===== src/rtl/l1_mem_arbiter.sv =====
// l1_mem_arbiter: shares one backing-memory port between the L1 I-cache and D-cache
// Ports:
//   clk_i, rst_ni                    clock, asynchronous active-low reset
//   ic_req_i, ic_addr_i              I-cache read request and address
//   ic_ready_o, ic_rdata_o, ic_err_o I-cache completion pulse, read data, timeout flag
//   dc_req_i, dc_we_i, dc_addr_i,
//   dc_wdata_i                       D-cache request, write enable, address, write data
//   dc_ready_o, dc_rdata_o, dc_err_o D-cache completion pulse, read data, timeout flag
//   mem_req_o, mem_we_o, mem_addr_o,
//   mem_wdata_o                      memory request and latched command
//   mem_ready_i, mem_rdata_i         memory completion and read data
module l1_mem_arbiter #(
  parameter int ADDR_W = 32,
  parameter int DATA_W = 32,
  parameter int TIMEOUT_CYCLES = 64,
  parameter logic [DATA_W-1:0] ERR_DATA = DATA_W'(32'hDEADBEEF)
) (
  input  logic              clk_i,
  input  logic              rst_ni,
  input  logic              ic_req_i,
  input  logic [ADDR_W-1:0] ic_addr_i,
  output logic              ic_ready_o,
  output logic [DATA_W-1:0] ic_rdata_o,
  output logic              ic_err_o,
  input  logic              dc_req_i,
  input  logic              dc_we_i,
  input  logic [ADDR_W-1:0] dc_addr_i,
  input  logic [DATA_W-1:0] dc_wdata_i,
  output logic              dc_ready_o,
  output logic [DATA_W-1:0] dc_rdata_o,
  output logic              dc_err_o,
  output logic              mem_req_o,
  output logic              mem_we_o,
  output logic [ADDR_W-1:0] mem_addr_o,
  output logic [DATA_W-1:0] mem_wdata_o,
  input  logic              mem_ready_i,
  input  logic [DATA_W-1:0] mem_rdata_i
);
  localparam int CW = $clog2(TIMEOUT_CYCLES);
  typedef enum logic [1:0] {IDLE, BUSY, RESP} state_e;
  state_e state_q, state_d;
  logic owner_q, last_q, err_q, we_q;
  logic [CW-1:0] cnt_q;
  logic [ADDR_W-1:0] addr_q;
  logic [DATA_W-1:0] wdata_q, ic_rdata_q, dc_rdata_q;
  logic any_req, grant_dc, timeout, done;
  // owner/last encode the requester: 0 = I-cache, 1 = D-cache
  assign any_req  = ic_req_i | dc_req_i;
  assign grant_dc = (ic_req_i & dc_req_i) ? ~last_q : dc_req_i;
  assign timeout  = cnt_q == CW'(TIMEOUT_CYCLES - 1);
  // a response arriving on the last allowed cycle still counts as a normal completion
  assign done     = mem_ready_i | timeout;
  always_ff @(posedge clk_i or negedge rst_ni) begin
    if (!rst_ni) begin
      state_q    <= IDLE;
      owner_q    <= 1'b0;
      last_q     <= 1'b0;
      err_q      <= 1'b0;
      we_q       <= 1'b0;
      cnt_q      <= '0;
      addr_q     <= '0;
      wdata_q    <= '0;
      ic_rdata_q <= '0;
      dc_rdata_q <= '0;
    end else begin
      state_q <= state_d;
      if (state_q == IDLE && any_req) begin
        owner_q <= grant_dc;
        last_q  <= grant_dc;
        we_q    <= grant_dc & dc_we_i;
        addr_q  <= grant_dc ? dc_addr_i : ic_addr_i;
        wdata_q <= grant_dc ? dc_wdata_i : '0;
        err_q   <= 1'b0;
        cnt_q   <= '0;
      end
      if (state_q == BUSY) begin
        cnt_q <= cnt_q + CW'(1);
        if (done) begin
          err_q <= ~mem_ready_i;
          if (owner_q) dc_rdata_q <= mem_ready_i ? mem_rdata_i : ERR_DATA;
          else ic_rdata_q <= mem_ready_i ? mem_rdata_i : ERR_DATA;
        end
      end
      if (state_q == RESP) cnt_q <= '0;
    end
  end
  always_comb begin
    state_d = state_q;
    unique case (state_q)
      IDLE:    state_d = any_req ? BUSY : IDLE;
      BUSY:    state_d = done ? RESP : BUSY;
      RESP:    state_d = IDLE;
      default: state_d = IDLE;
    endcase
  end
  always_comb begin
    mem_req_o   = state_q == BUSY;
    mem_we_o    = we_q;
    mem_addr_o  = addr_q;
    mem_wdata_o = wdata_q;
    ic_ready_o  = state_q == RESP && !owner_q;
    dc_ready_o  = state_q == RESP && owner_q;
    ic_err_o    = ic_ready_o & err_q;
    dc_err_o    = dc_ready_o & err_q;
    ic_rdata_o  = ic_rdata_q;
    dc_rdata_o  = dc_rdata_q;
  end
endmodule


===== config.mk =====
export PLATFORM = sky130hd
export DESIGN_NAME = l1_mem_arbiter
export DESIGN_NICKNAME = d
export VERILOG_FILES = /design/src/rtl/l1_mem_arbiter.sv
export SDC_FILE = /design/constraint.sdc
export NUM_CORES = 1
export LEC_CHECK = 0
export ABC_AREA = 1
export ABC_CLOCK_PERIOD_IN_PS = 1600
export CAP_MARGIN = 20
export CORE_ASPECT_RATIO = 0.75
export CORE_UTILIZATION = 40
export DETAILED_ROUTE_END_ITERATION = 10
export DONT_BUFFER_PORTS = 1
export PLACE_DENSITY = 0.57
export SYNTH_ARGS = -nofsm -noshare
export SYNTH_HDL_FRONTEND = slang
export SYNTH_SLANG_ARGS = --single-unit

===== constraint.sdc =====
create_clock -name clk_i -period 1.6 [get_ports clk_i]
set_input_delay 0.16 -clock clk_i [delete_from_list [all_inputs] [get_ports clk_i]]
set_output_delay 0.16 -clock clk_i [all_outputs]
set_load 0.05 [all_outputs]

==> key figures <==
Outcome
  – Status: complete, but fails checks
  – Failing checks: negative hold slack

Clock network
  – H-tree Lvls: 4
  – Clock root buffer: clkbuf_16
  – Clock Path Buffers: 2
  – Clock slew at reported path FFs: 0.06 ns
  – Total CTS buffers: 17
  – CTS tree: done
  – Clock latency on the worst-skew pair: 0.42 ns
  – Clock Sinks: 139
  – Cts hold-fix bufs: 131

Logic synthesis
  – Top-area cell type share of the netlist area: 54.2%
  – Post-Syn Area per Cell: 9.28 sq um
  – Sequential-to-total area share from yosys stat: 54.2%
  – Post-synth cell types: 28
  – Largest area contributor in the netlist: dfrtp_1
  – Top cells by area, synth: dfrtp_1, nand2_1, o211ai_2
  – Synthesized area: 6410 sq um
  – Async set or reset register ratio after synthesis: 100%
  – Main flop type after synthesis: dfrtp_1
  – Most common cell in the netlist: nand2_1
  – Synthesis-stage register bit count: 139
  – Net count after synthesis: 826
  – Post-synth top cells: nand2_1, dfrtp_1, o21ai_0
  – Warnings, synthesis: 0
  – EDFF count, synth: 0
  – Synthesized instance count: 691

Critical path
  – R2R depth: 7
  – CP arrival: 1.36 ns
  – Critical Path RT: 1.44 ns
  – Element type at the critical path end: output pin
  – Crit path kind: reg -> out
  – Critical path peak fanout: 6
  – Setup slack, reg-to-reg: 0.09 ns
  – CP Launch Type: flop

Placement
  – Routability Congestion: 0.802
  – Area of placed instances: 6600 sq um
  – Port-buffer cells: 0
  – Detailed placement HPWL: 10600 um
  – Placed Cells: 875

STA
  – Max frequency: 658 MHz
  – Worst-Margin Slew: 0.882 ns
  – Hold Fails Final Rpt: 139
  – Worst hold margin: -0.567 ns
  – Part of the cycle the worst path needs: 94.9%
  – Final Skew: 0.00898 ns
  – Relative slew margins: 41.1%
  – Fin crit period: 1.52 ns
  – Final setup fails: 0
  – RSZ-0062 raised after global routing: true
  – Final max-slew violation count: 0
  – Fin Setup TNS: 0 ns

Finish
  – Ant diodes: 0
  – Fin area: 8560 sq um
  – Register area: 3480 sq um
  – Cell Count, Final, Fillers Out: 1038
  – Area delta synth->final: 33.5%
  – Final Net Count: 957
  – Multi-input combinational cell area: 2480 sq um
  – Layout cells sized above 1: 20.0%
  – Fill count: 1324

Drt
  – DRC Markers: 0
  – Routed Antenna Nets: 0
  – Drt first pass iters: 5
  – Via count: 5178
  – Final wirelength: 17100 um
  – Avg WL per Cell: 16.5 um
  – Vias/cell: 4.99
  – Initial DRC count: 263

Hold path
  – Hold/Removal Path Class: in -> async

Power and ir drop
  – Peak supply drop: 0.00111 V
  – Pleak: 4.02 nW
  – Power per cell area: 2400 nW/um^2

Die
  – Initial core utilization: 41.5%
  – Die Width: 148 um
  – Die area: 16500 sq um
  – Core Footprint: 15500 sq um
  – Num rows: 39
  – Top-level port count: 268
  – Die Ht: 112 um

GRT
  – Gr ovfl total: 0
  – Antenna violations before repair: 0
  – First-pass GRT wire length: 27900 um
  – Gr usage total: 21.8%
  – Largest net degree at the start of global routing: 140
  – Vias in the first global route: 5505

Run
  – Max-Cap Viols: 0
[path summary, 6_finish.rpt]
path                          startpoint             end
setup / recovery              state_q[0]        ic_err_o
hold / removal                    rst_ni  dc_rdata_o[25]
setup reg to reg                cnt_q[0]   ic_rdata_o[8]
hold reg to reg            dc_rdata_o[5]   dc_rdata_o[5]
max in group asynchronous         rst_ni          last_q
min in group clk_i              ic_req_i          last_q
[power by group]
| part | internal, mW | switching (mW) |
|---|---|---|
| registers | 5.09 | 6.95 |
| clock network | 2.51 | 1.51 |
| logic | 1.79 | 2.71 |
[placed cells by master, fill, tap and decap left out, types with 12 or more instances in the layout]
master and count:
buf_4 12, clkbuf_16 17, dfrtp_1 138, dlygate4sd3_1 130
inv_1 35, nand2_1 250, nand3_1 28, nor2_1 30
o211ai_2 30, o21ai_0 38, o21ai_2 32, or2_2 32
[kinds of logic after synthesis]
group,share of synthesized area (%)
and+or+nand+nor,24.0
DFF,54.2
AOI/OAI and AO/OA,14.2
buffers and inverters,7.39
adders and majority gates,0.195
[per-stage QoR]
step	power (mW)	setup WS (ns)	utilization (%)
detailed placement	16.3	0.0748	42.7
floorplan	15.1	0.0304	-
CTS	20.6	0.0342	55.1
global placement	16.1	0.134	42.7
finish	20.6	0.0811	55.3
global route	21.7	-0.0388	55.3
[cell type report]
type                    count  share of cell area, %
repair buffers            155                   18.6
well taps                 205                   3.00
multi-input cells         469                   29.0
flip-flops and latches    139                   40.7
clock inverters            11                   1.70
clock buffers              19                   5.29
inverters                  40                   1.77
[flip-flops by register name (all words and copies together) (netlist names)]
register,flops
mem_we_o,1
last_q,1
cnt_q,6
err_q,1
dc_rdata_o,32
state_q,2
mem_wdata_o,32
ic_rdata_o,32
mem_addr_o,32
[per-layer routing]
metal	vias up	GRT usage, %	wire length, um
li1	2472	-	-
met2	232	35.6	8320
met5	-	0	0
met3	38	8.11	1470
met4	0	11.0	522
met1	2436	25.2	6820
[critical path: stages, from the launching register on]
cell	delay, ns
dfrtp_1	0.38
inv_2	0.11
nand2_2	0.12
nor3_2	0.15
buf_6	0.19
[repair_timing]
| item | CTS | global route |
|---|---|---|
| pin swaps | 0 | 1 |
| gates resized for setup | 3 | 7 |
| endpoints found under the hold margin | 263 | 139 |
| setup buffers | 0 | 2 |
| setup endpoints to repair | 4 | 65 |
Note: power is estimated with default switching activity, not from simulation.
